--- src/rtl/multicycle_control.sv ---
// Main control FSM for the multicycle RISC-V datapath (ld, sd, R-type, beq; anything else traps).
// Latency: R-type 4, ld 5, sd 4, beq 3 cycles, plus one cycle per memory wait cycle.
// Backpressure: mem_read/mem_write stay asserted until mem_ready; reset drops any request in the same cycle.
module multicycle_control (
    input  logic        clk,
    input  logic        reset,
    input  logic [6:0]  opcode,
    input  logic        zero,
    input  logic        mem_ready,
    output logic        pc_write,
    output logic        ir_write,
    output logic        old_pc_write,
    output logic        i_or_d,
    output logic        mem_read,
    output logic        mem_write,
    output logic        mem_to_reg,
    output logic        reg_write,
    output logic [1:0]  alu_src_a,
    output logic [1:0]  alu_src_b,
    output logic [1:0]  alu_op,
    output logic        pc_source,
    output logic        illegal,
    output logic [3:0]  state,
    output logic [31:0] instret
);

    typedef enum logic [3:0] {
        S_FETCH    = 4'd0,
        S_DECODE   = 4'd1,
        S_MEM_ADDR = 4'd2,
        S_MEM_RD   = 4'd3,
        S_MEM_WB   = 4'd4,
        S_MEM_WR   = 4'd5,
        S_R_EXEC   = 4'd6,
        S_R_WB     = 4'd7,
        S_BRANCH   = 4'd8,
        S_TRAP     = 4'd9
    } state_t;

    localparam logic [6:0] OP_LD   = 7'b0000011;
    localparam logic [6:0] OP_SD   = 7'b0100011;
    localparam logic [6:0] OP_R    = 7'b0110011;
    localparam logic [6:0] OP_BEQ  = 7'b1100011;

    state_t      r_state;
    logic [12:0] r_moore;
    logic [31:0] r_instret;
    state_t      w_next;
    logic        w_retire;
    logic [12:0] w_moore_gated;

    // Moore control word for a state:
    // {mem_read, mem_write, i_or_d, mem_to_reg, reg_write, alu_src_a, alu_src_b, alu_op, pc_source, illegal}
    function automatic logic [12:0] f_moore(input state_t s);
        logic [12:0] v;
        v = '0;
        case (s)
            S_FETCH:    v = {1'b1, 1'b0, 1'b0, 1'b0, 1'b0, 2'b00, 2'b01, 2'b00, 1'b0, 1'b0};
            S_DECODE:   v = {1'b0, 1'b0, 1'b0, 1'b0, 1'b0, 2'b01, 2'b10, 2'b00, 1'b0, 1'b0};
            S_MEM_ADDR: v = {1'b0, 1'b0, 1'b0, 1'b0, 1'b0, 2'b10, 2'b10, 2'b00, 1'b0, 1'b0};
            S_MEM_RD:   v = {1'b1, 1'b0, 1'b1, 1'b0, 1'b0, 2'b00, 2'b00, 2'b00, 1'b0, 1'b0};
            S_MEM_WB:   v = {1'b0, 1'b0, 1'b0, 1'b1, 1'b1, 2'b00, 2'b00, 2'b00, 1'b0, 1'b0};
            S_MEM_WR:   v = {1'b0, 1'b1, 1'b1, 1'b0, 1'b0, 2'b00, 2'b00, 2'b00, 1'b0, 1'b0};
            S_R_EXEC:   v = {1'b0, 1'b0, 1'b0, 1'b0, 1'b0, 2'b10, 2'b00, 2'b10, 1'b0, 1'b0};
            S_R_WB:     v = {1'b0, 1'b0, 1'b0, 1'b0, 1'b1, 2'b00, 2'b00, 2'b00, 1'b0, 1'b0};
            S_BRANCH:   v = {1'b0, 1'b0, 1'b0, 1'b0, 1'b0, 2'b10, 2'b00, 2'b01, 1'b1, 1'b0};
            S_TRAP:     v = {1'b0, 1'b0, 1'b0, 1'b0, 1'b0, 2'b00, 2'b00, 2'b00, 1'b0, 1'b1};
            default:    v = '0;
        endcase
        return v;
    endfunction

    // Next-state selection and retire detection; mem_ready only matters in the three memory states
    always_comb begin
        w_next   = S_TRAP;
        w_retire = 1'b0;
        case (r_state)
            S_FETCH:    w_next = mem_ready ? S_DECODE : S_FETCH;
            S_DECODE: begin
                if (opcode == OP_LD || opcode == OP_SD) w_next = S_MEM_ADDR;
                else if (opcode == OP_R)                w_next = S_R_EXEC;
                else if (opcode == OP_BEQ)              w_next = S_BRANCH;
                else                                    w_next = S_TRAP;
            end
            S_MEM_ADDR: w_next = (opcode == OP_LD) ? S_MEM_RD : S_MEM_WR;
            S_MEM_RD:   w_next = mem_ready ? S_MEM_WB : S_MEM_RD;
            S_MEM_WB: begin
                w_next   = S_FETCH;
                w_retire = 1'b1;
            end
            S_MEM_WR: begin
                w_next   = mem_ready ? S_FETCH : S_MEM_WR;
                w_retire = mem_ready;
            end
            S_R_EXEC:   w_next = S_R_WB;
            S_R_WB: begin
                w_next   = S_FETCH;
                w_retire = 1'b1;
            end
            S_BRANCH: begin
                w_next   = S_FETCH;
                w_retire = 1'b1;
            end
            S_TRAP:     w_next = S_TRAP;
            default:    w_next = S_TRAP;
        endcase
    end

    // State, registered Moore controls (decoded from the state being entered) and retire counter
    always_ff @(posedge clk) begin
        if (reset) begin
            r_state   <= S_FETCH;
            r_moore   <= f_moore(S_FETCH);
            r_instret <= '0;
        end else begin
            r_state <= w_next;
            r_moore <= f_moore(w_next);
            if (w_retire) begin
                r_instret <= r_instret + 32'd1;
            end
        end
    end

    // Reset masks every control output immediately so no request leaks while it is held
    assign w_moore_gated = r_moore & {13{~reset}};
    assign {mem_read, mem_write, i_or_d, mem_to_reg, reg_write,
            alu_src_a, alu_src_b, alu_op, pc_source, illegal} = w_moore_gated;

    // Fetch-complete strobes follow mem_ready; branch PC load follows the ALU zero flag
    assign ir_write     = ~reset & (r_state == S_FETCH) & mem_ready;
    assign old_pc_write = ir_write;
    assign pc_write     = ~reset & (((r_state == S_FETCH) & mem_ready) |
                                    ((r_state == S_BRANCH) & zero));

    assign state   = r_state;
    assign instret = r_instret;

endmodule

--- config.mk ---
export PLATFORM = sky130hd
export DESIGN_NAME = multicycle_control
export DESIGN_NICKNAME = d
export VERILOG_FILES = /design/src/rtl/multicycle_control.sv
export SDC_FILE = /design/constraint.sdc
export NUM_CORES = 1
export LEC_CHECK = 0
export CAP_MARGIN = 10
export CORE_MARGIN = 2
export CORE_UTILIZATION = 39
export CTS_BUF_LIST = sky130_fd_sc_hd__clkbuf_4
export CTS_CLUSTER_DIAMETER = 120
export CTS_CLUSTER_SIZE = 25
export DETAILED_ROUTE_END_ITERATION = 6
export DONT_BUFFER_PORTS = 1
export MAX_ROUTING_LAYER = met4
export PLACE_DENSITY_LB_ADDON = 0.05
export SLEW_MARGIN = 20
export SYNTH_ARGS = -nofsm -noshare
export SYNTH_HDL_FRONTEND = slang
export SYNTH_SLANG_ARGS = --single-unit
--- constraint.sdc ---
create_clock -name clk -period 2.6 [get_ports clk]
set_clock_uncertainty 0.15 [all_clocks]
set_input_delay 0.39 -clock clk [delete_from_list [all_inputs] [get_ports clk]]
set_output_delay 0.39 -clock clk [all_outputs]
set_load 0.005 [all_outputs]
==> impl_metrics.yaml, run 1 <==
timing:
  finalHoldViolCount: 0
  setup_viol: 0
  rsz0062_at_grt: "no"
  tightest_slew_ps: 589
  holdWs_ps: 34.2
  timing.setup.tns_ps: 0
  period_share: 0.954
  fmax_mhz: 403
  finalCriticalPeriod_ps: 2480
  drv_slew: 0
  timing.slew.headroom: 0.605
clock_network:
  cts_resized: 0
  cts_buffers: 5
  path_clk_slew_ps: 140
  htree_levels: 2
  cts_tree: "yes"
  clockBufferDepth: 2
  clock_latency_ps: 370
  clock_tree.root_cell: "clkbuf_4"
  cts_sinks: 48
global_route:
  grt_pass1_wl_mm: 9.70
  antenna_found_initial: 0
  globalRouteTotalUtil: 0.175
  gr-total-overflow: 0
  grt_pass1_vias: 1951
  grt_start_max_net_pins: 38
routing:
  ant_nets: 0
  routed_wirelength_mm: 5.72
  post_drt_wl_per_cell_um: 15.8
  drcViolationCount: 0
  viasPerCell: 5.68
  num_vias: 2052
  drt_first_pass_iters: 4
  drt_iter0_markers: 82
critical_path:
  cp_max_fo: 14
  ff2ff_path_depth: 6
  critPathKind: "reg2out"
  ff2ff_setup_slack_ps: 250
  reg2reg_from: "state[1]"
  critical_path_required_ps: 2060
  start_kind: "flip-flop"
  critPathSlowestCell: "or4b_2"
  path_cells: "or4b_2 > nor3_1"
  end_kind: "output pin"
  arrival_ps: 1940
  worstReg2RegEnd: "r_moore[5]"
  slowest_delay_ps: 740
synth:
  ys_types: 53
  ys_seq_area_frac: 0.390
  synth_cells: 281
  synth-seq-cells: 48
  synth_enable_flop_cells: 0
  synth-async-reset-ratio: 0
  avgSynthCellArea_um2: 8.77
  synth_ff_type: "dfxtp_1"
  synth.net_count: 297
  yosys_warnings: 0
  syn_area_mm2: 0.00246
floorplanning:
  fp-row-count: 28
  die_w_um: 83.5
  fp.dieH_um: 83.5
  dieArea_mm2: 0.00697
  io_pins: 63
  fp.coreArea_mm2: 0.00603
  start_util: 0.409
worst_hold_path:
  hold_path_class: "in2reg"
  holdPathStages: 2
  min_to: "instret[8]"
  hold_start: "reset"
place:
  gp_congestion: 0.795
  placed_cell_area_mm2: 0.00258
  dp_hpwl_mm: 3.96
  io_buffers: 0
finish:
  n_antenna_cell: 0
  layout-drive-gt1-share: 0.119
  layout_common_cells: "48 x dfxtp_1, 30 x nor2_1, 17 x a21oi_1"
  fin_util: 0.444
  area.growth.synth_to_final_pct: 8.63
  final_common_cell: "dfxtp_1"
  fin_nets: 301
  stdcell_area_mm2: 0.00268
pwr:
  p_leak_nw: 0.995
  p_total_mw: 1.34
  ir_drop_mv: 0.295
  cellPowerDensity_mw_per_mm2: 502
outcome:
  status: "finished clean"
run:
  drv_cap: 0
==> critical path: cells and delay by family (launching register included) <==
kind,cells,cell delay (ps)
simple gates,2,1090
flops,1,490
==> cell usage after synthesis (3+ instances only) <==
library cell,n,area share
nand3_1,5,0.010
nand4_1,3,0.0076
o21ai_0,13,0.026
nor2_1,30,0.046
o31ai_1,5,0.015
dfxtp_1,48,0.39
and3_1,7,0.018
xor2_1,15,0.053
or3_1,10,0.025
inv_1,7,0.011
buf_4,3,0.0091
nand2_1,13,0.020
nor2b_1,14,0.036
o2111ai_1,7,0.025
or4_1,6,0.018
xnor2_1,3,0.011
buf_2,6,0.012
and2_1,4,0.010
clkbuf_1,9,0.014
o211ai_1,4,0.012
nor3_1,10,0.020
ha_1,5,0.025
a21oi_1,17,0.035
==> area by class of cell <==
class	instances	area (um2)
Sequential cell	48	961
Fill cell	637	3350
Clock inverter	2	35.0
Timing Repair Buffer	15	125
Multi-Input combinational cell	207	1390
Clock buffer	6	45.0
Tap cell	75	93.8
Inverter	8	30.0
==> stage by stage <==
stage | worst slack [ps] | instances
after floorplan | 462 | 281
after global placement | 298 | 352
after CTS | 94.2 | 361
final | 121 | 361
after global routing | 26.2 | 361
after detailed placement | 298 | 352
==> flip-flops by register name (all words and copies together) (netlist names) <==
signal,cells
r_moore,12
instret,32
state,4
==> where the power goes <==
part	total, mW	internal (mW)	switching, mW
combinational	0.122	0.0536	0.0685
sequential	0.769	0.752	0.0168
clock	0.453	0.212	0.240
==> metal layers <==
metal | track usage | up-vias | routed length (um)
li1 | - | 1025 | -
met1 | 0.212 | 979 | 2620
met2 | 0.290 | 44 | 2800
met3 | 0.0465 | 4 | 248
met4 | 0.0484 | 0 | 48
met5 | - | - | 0
==> how the worst max path moves through the flow <==
stage | start | end | slack [ps]
2_1_floorplan | state[1] | r_moore[12] | 460
3_3_place_gp | state[1] | r_moore[5] | 300
3_5_place_dp | state[2] | instret[25] | 300
4_1_cts | state[1] | old_pc_write | 90
5_1_grt | state[1] | ir_write | 30
6_report | state[1] | old_pc_write | 120
==> repair_timing <==
action                    CTS  global route
setup buffers               0             0
hold endpoints to repair   37             0
hold buffers                1             0
==> cells by family (layout without fill, tap and decap cells) <==
family | after synthesis | after routing | share of synthesized area
AOI/OAI and AO/OA | 64 | 64 | 0.182
and+or+nand+nor | 118 | 118 | 0.283
adders and majority gates | 5 | 5 | 0.0254
buffers and inverters | 26 | 31 | 0.0472
muxes | 2 | 2 | 0.00813
xor gates and xnor gates | 18 | 18 | 0.0640
DFF | 48 | 48 | 0.390
No activity file was read; power rests on OpenSTA's default activity.
==> inputs of run 2 (changes only) <==
- ABC_AREA: default -> 1
- CELL_PAD_IN_SITES_DETAIL_PLACEMENT: default -> 1
- CELL_PAD_IN_SITES_GLOBAL_PLACEMENT: default -> 1
- clock period: 2.6 -> 2.2 ns (I/O delays scaled with it)
==> impl_metrics.yaml, run 2 <==
outcome:
  status: "finished clean"
critical_path:
  start_kind: "flip-flop"
  critPathKind: "reg2reg"
  cp_max_fo: 6
  arrival_ps: 2200
  end_kind: "flip-flop"
  critical_path_required_ps: 2370
finish:
  area.growth.synth_to_final_pct: 7.11
  stdcell_area_mm2: 0.00296
  largest_reg_flops: 32
  final_common_cell: "nand2_1"
  fin_nets: 459
  layout_common_cells: "117 x nand2_1, 79 x nor2_1, 72 x inv_1"
  fill_cells: 933
  layout-drive-gt1-share: 0.0901
  n_antenna_cell: 0
timing:
  timing.setup.tns_ps: 0
  drv_slew: 0
  setup_ws_ps: 169
  finalCriticalPeriod_ps: 2030
  period_share: 0.923
  fmax_mhz: 492
  tightest_slew_ps: 675
  timing.slew.headroom: 0.548
  setup_viol: 0
  finalHoldViolCount: 0
  rsz0062_at_grt: "no"
global_route:
  grt_pass1_wl_mm: 12.1
  grt_start_max_net_pins: 30
  gr-total-overflow: 0
  globalRouteTotalUtil: 0.203
  grt_pass1_vias: 2597
  antenna_found_initial: 0
synth:
  synth.most_common_cell: "nand2_1"
  synth_ff_type: "dfxtp_1"
  synth_top_family_by_area: "simple AND/OR/NAND/NOR gates"
  netlist_top_cells_count: "117 x nand2_1, 79 x nor2_1, 72 x inv_1, 48 x dfxtp_1, 29 x nand3_1"
  synth_simple_gate_area_frac: 0.437
  synth_compound_gate_area_share: 0.0485
  yosys.area.top_type: "dfxtp_1"
  synthAdderAreaFrac: 0.0226
  synth_enable_flop_cells: 0
  synthMuxAreaShare: 0
  avgSynthCellArea_um2: 6.26
  syn_area_mm2: 0.00276
  synth_cells: 441
  ys_seq_area_frac: 0.348
  synth.net_count: 457
  ys_types: 28
  yosys_warnings: 0
  synth-seq-cells: 48
  synth-async-reset-ratio: 0
  synthTopCellsByArea: "dfxtp_1 35%, nand2_1 16%, nor2_1 11%"
  synth_xor_area_frac: 0.00951
  synth.top_cell.area_share: 0.348
clock_network:
  cts_sinks: 48
  clock_tree.root_cell: "clkbuf_4"
  clock_latency_ps: 370
  cts_tree: "yes"
  path_clk_slew_ps: 150
  cts_buffers: 5
  clockBufferDepth: 2
  htree_levels: 2
pwr:
  p_int_mw: 1.18
  power_frac_seq: 0.558
  ir_drop_mv: 0.235
  cellPowerDensity_mw_per_mm2: 551
  p_leak_nw: 1.27
  p_sw_frac: 0.273
  p_total_mw: 1.63
  switchingPower_mw: 0.444
  clkPwrFrac: 0.332
  p_comb_frac: 0.110
routing:
  ant_nets: 0
  viasPerCell: 4.80
  met3_length_um: 340
  route.met2.wl_mm: 3.39
  drt_first_pass_iters: 4
  drcViolationCount: 0
  num_vias: 2593
  routed_wirelength_mm: 7.18
  wl_met1_mm: 3.38
  drt_iter0_markers: 73
  post_drt_wl_per_cell_um: 13.3
  top_layer_used: "met4"
place:
  gp_congestion: 0.809
  io_buffers: 0
  dp_hpwl_mm: 5.38
  placed_cell_area_mm2: 0.00281
  post-place-ws_ps: 299
run:
  drv_cap: 0
floorplanning:
  fp.dieH_um: 88.2
  fp.coreArea_mm2: 0.00683
  io_pins: 63
  start_util: 0.404
  fp-row-count: 30
  dieArea_mm2: 0.00777
  die_w_um: 88.2
worst_hold_path:
  hold_path_class: "in2reg"
-- run 2: cells by family after synthesis --
kind of cell	count (synthesis)
AO/OA/AOI/OAI	26
XOR/XNOR	3
adder cells (fa/ha/maj)	5
buffers and inverters	89
flip-flops	48
AND/OR/NAND/NOR	270
-- run 2: metal layers --
| layer | up-vias | track usage |
|---|---|---|
| met5 | - | - |
| met4 | 0 | 0.0455 |
| met3 | 6 | 0.0415 |
| met2 | 43 | 0.342 |
| met1 | 1190 | 0.251 |
| li1 | 1354 | - |
-- run 2: final timing paths --
kind / start / end / slack, ps / cells past startpoint
max: state[1] / r_moore[9] / 170 / 11
min: reset / r_moore[10] / 20 / 3
max reg2reg: state[1] / r_moore[9] / 170 / 11
min reg2reg: instret[0] / instret[0] / 380 / 1
-- run 2: cell type report --
| class | instances | area [um2] | share of cell area |
|---|---|---|---|
| clock buffer | 5 | 37.5 | 0.0127 |
| inverter | 75 | 282 | 0.0951 |
| multi-input combinational | 304 | 1430 | 0.483 |
| timing repair buffer | 9 | 82.6 | 0.0279 |
| tap | 96 | 120 | 0.0406 |
| clock inverter | 3 | 42.5 | 0.0144 |
| sequential | 48 | 966 | 0.326 |
-- run 2: repair_timing --
action / CTS / global route
buffers inserted: 0 / 0
resized for setup: 0 / 4
setup endpoints to repair: 0 / 5
endpoints found under the hold margin: 23 / 0
hold buffers: 6 / 0
-- run 2: power groups by stage --
| stage | clock [mW] | sequential, mW | combinational, mW |
|---|---|---|---|
| final | 0.541 | 0.909 | 0.179 |
| after global routing | 0.599 | 0.912 | 0.205 |
| after CTS | 0.562 | 0.908 | 0.179 |
| after detailed placement | 0 | 0.927 | 0.162 |
| after global placement | 0 | 0.926 | 0.158 |
| after floorplan | 0 | 0.922 | 0.142 |
-- run 2: per-stage QoR --
step	hold slack, ps	cells	util
after detailed placement	257	526	0.412
after global routing	20.0	540	0.433
final	24.8	540	0.433
after global placement	254	526	0.412
after floorplan	323	441	-
after CTS	2.29	540	0.432
-- run 2: worst max-delay path: stages (launching register included) --
cell	delay, ps
dfxtp_2	440
inv_2	60
nor2_2	140
nand2_1	110
inv_2	70
nand2_1	50
nand2_1	70
nor2_2	70
nor2_2	80
dlygate4sd3_1	600
inv_1	70
nor2_1	100
==> inputs of run 3 (changes only) <==
- CORE_MARGIN: 2 -> default
==> impl_metrics.yaml, run 3 (same netlist as run 2, synthesis figures left out) <==
outcome:
  status: "finished clean"
global_route:
  grt_use_met3: 0.0472
  grt_busiest_layer: "met2"
  grt_start_max_net_pins: 21
  globalRouteTotalUtil: 0.206
  grt_use_met1: 0.248
  globalRouteMet2Util: 0.348
  antenna_found_initial: 0
  grt_pass1_wl_mm: 11.7
  grt_pass1_vias: 2509
  gr-total-overflow: 0
timing:
  timing.setup.tns_ps: 0
  rsz0062_at_grt: "no"
  timing.slew.headroom: 0.359
  tightest_slew_ps: 958
  finalHoldViolCount: 0
  setup_viol: 0
  drv_slew: 0
  fmax_mhz: 500
  period_share: 0.908
  finalCriticalPeriod_ps: 2000
routing:
  ant_nets: 0
  drcViolationCount: 0
  viasPerCell: 4.79
  drt_first_pass_iters: 4
  routed_wirelength_mm: 7.06
  post_drt_wl_per_cell_um: 13.2
  num_vias: 2566
  drt_iter0_markers: 56
pwr:
  ir_drop_mv: 0.301
  clkPwrFrac: 0.372
  p_comb_frac: 0.099
  power_frac_seq: 0.529
  cellPowerDensity_mw_per_mm2: 585
  switchingPower_mw: 0.430
  p_sw_frac: 0.250
  p_leak_nw: 1.26
  p_int_mw: 1.29
critical_path:
  ff2ff_path_depth: 8
  end_kind: "flip-flop"
  critPathKind: "reg2reg"
  arrival_ps: 2130
  start_kind: "flip-flop"
  critical_path_required_ps: 2330
  cp_max_fo: 7
worst_hold_path:
  hold_path_class: "in2reg"
  holdPathStages: 3
place:
  gp_congestion: 0.828
  io_buffers: 0
  dp_hpwl_mm: 5.39
  placed_cell_area_mm2: 0.00283
run:
  drv_cap: 0
floorplanning:
  fp.coreArea_mm2: 0.00683
  fp.dieH_um: 86.2
  die_w_um: 86.2
  fp-row-count: 30
  io_pins: 63
  start_util: 0.404
  dieArea_mm2: 0.00742
finish:
  fill_cells: 942
  area.growth.synth_to_final_pct: 6.30
  fin_nets: 456
  stdcell_area_mm2: 0.00294
  largest_reg_flops: 32
  layout_common_cells: "117 x nand2_1, 79 x nor2_1, 72 x inv_1"
  layout-drive-gt1-share: 0.0864
  final_common_cell: "nand2_1"
  n_antenna_cell: 0
clock_network:
  htree_levels: 2
  clock_latency_ps: 360
  cts_resized: 0
  cts_tree: "yes"
  clockBufferDepth: 2
  clock_tree.root_cell: "clkbuf_4"
  path_clk_slew_ps: 140
  cts_buffers: 5
  cts_sinks: 48
  postCtsSetupBuffers: 0
[run 3: worst max-delay path, cell delays in order, from the launching register on]
cell and delay, ps:
dfxtp_1 530, nor2_2 110, nand2_1 110, inv_2 40, nor2_1 110, nand2_1 80
nor2_2 270, ha_1 320, o21ai_0 200
[run 3: worst paths after layout]
path | startpoint | to | slack, ps
hold reg to reg | instret[0] | instret[0] | 380
setup reg to reg | state[0] | r_moore[12] | 200
setup / recovery | state[0] | r_moore[12] | 200
hold / removal | reset | r_moore[3] | 20
[run 3: power groups by stage]
stage | clock (mW) | combinational, mW | sequential (mW)
floorplan | 0 | 0.142 | 0.922
global placement | 0 | 0.159 | 0.926
detailed placement | 0 | 0.164 | 0.927
CTS | 0.667 | 0.174 | 0.908
global route | 0.689 | 0.197 | 0.911
finish | 0.639 | 0.171 | 0.908
[run 3: final cells by class]
cell class | instances | area [um2] | area share
clock inverter | 2 | 60.1 | 0.0205
inverter | 75 | 282 | 0.0959
tap | 96 | 120 | 0.0409
clock buffer | 5 | 37.5 | 0.0128
timing repair buffer | 6 | 47.5 | 0.0162
multi-input combinational | 304 | 1430 | 0.487
sequential | 48 | 961 | 0.327
[run 3: per-layer routing]
metal	share of wire	wire [um]	vias up
li1	-	-	1347
met1	0.48	3370	1175
met2	0.48	3370	39
met3	0.037	263	5
met4	0.0089	63	0
met5	0	0	-
[run 3: what timing repair did]
action	CTS	global route
hold endpoints to repair	20	0
hold buffers	1	0
setup endpoints to repair	0	0
[run 3: per-stage QoR]
step / instances / utilization / power [mW] / setup WS, ps / hold slack (ps)
final: 536 / 0.430 / 1.72 / 202 / 22.6
after global routing: 536 / 0.430 / 1.80 / 35.9 / 35.7
after CTS: 536 / 0.430 / 1.75 / 181 / 13.1
after detailed placement: 528 / 0.414 / 1.09 / 226 / 258
after global placement: 528 / 0.414 / 1.09 / 253 / 253
after floorplan: 441 / - / 1.06 / 581 / 323
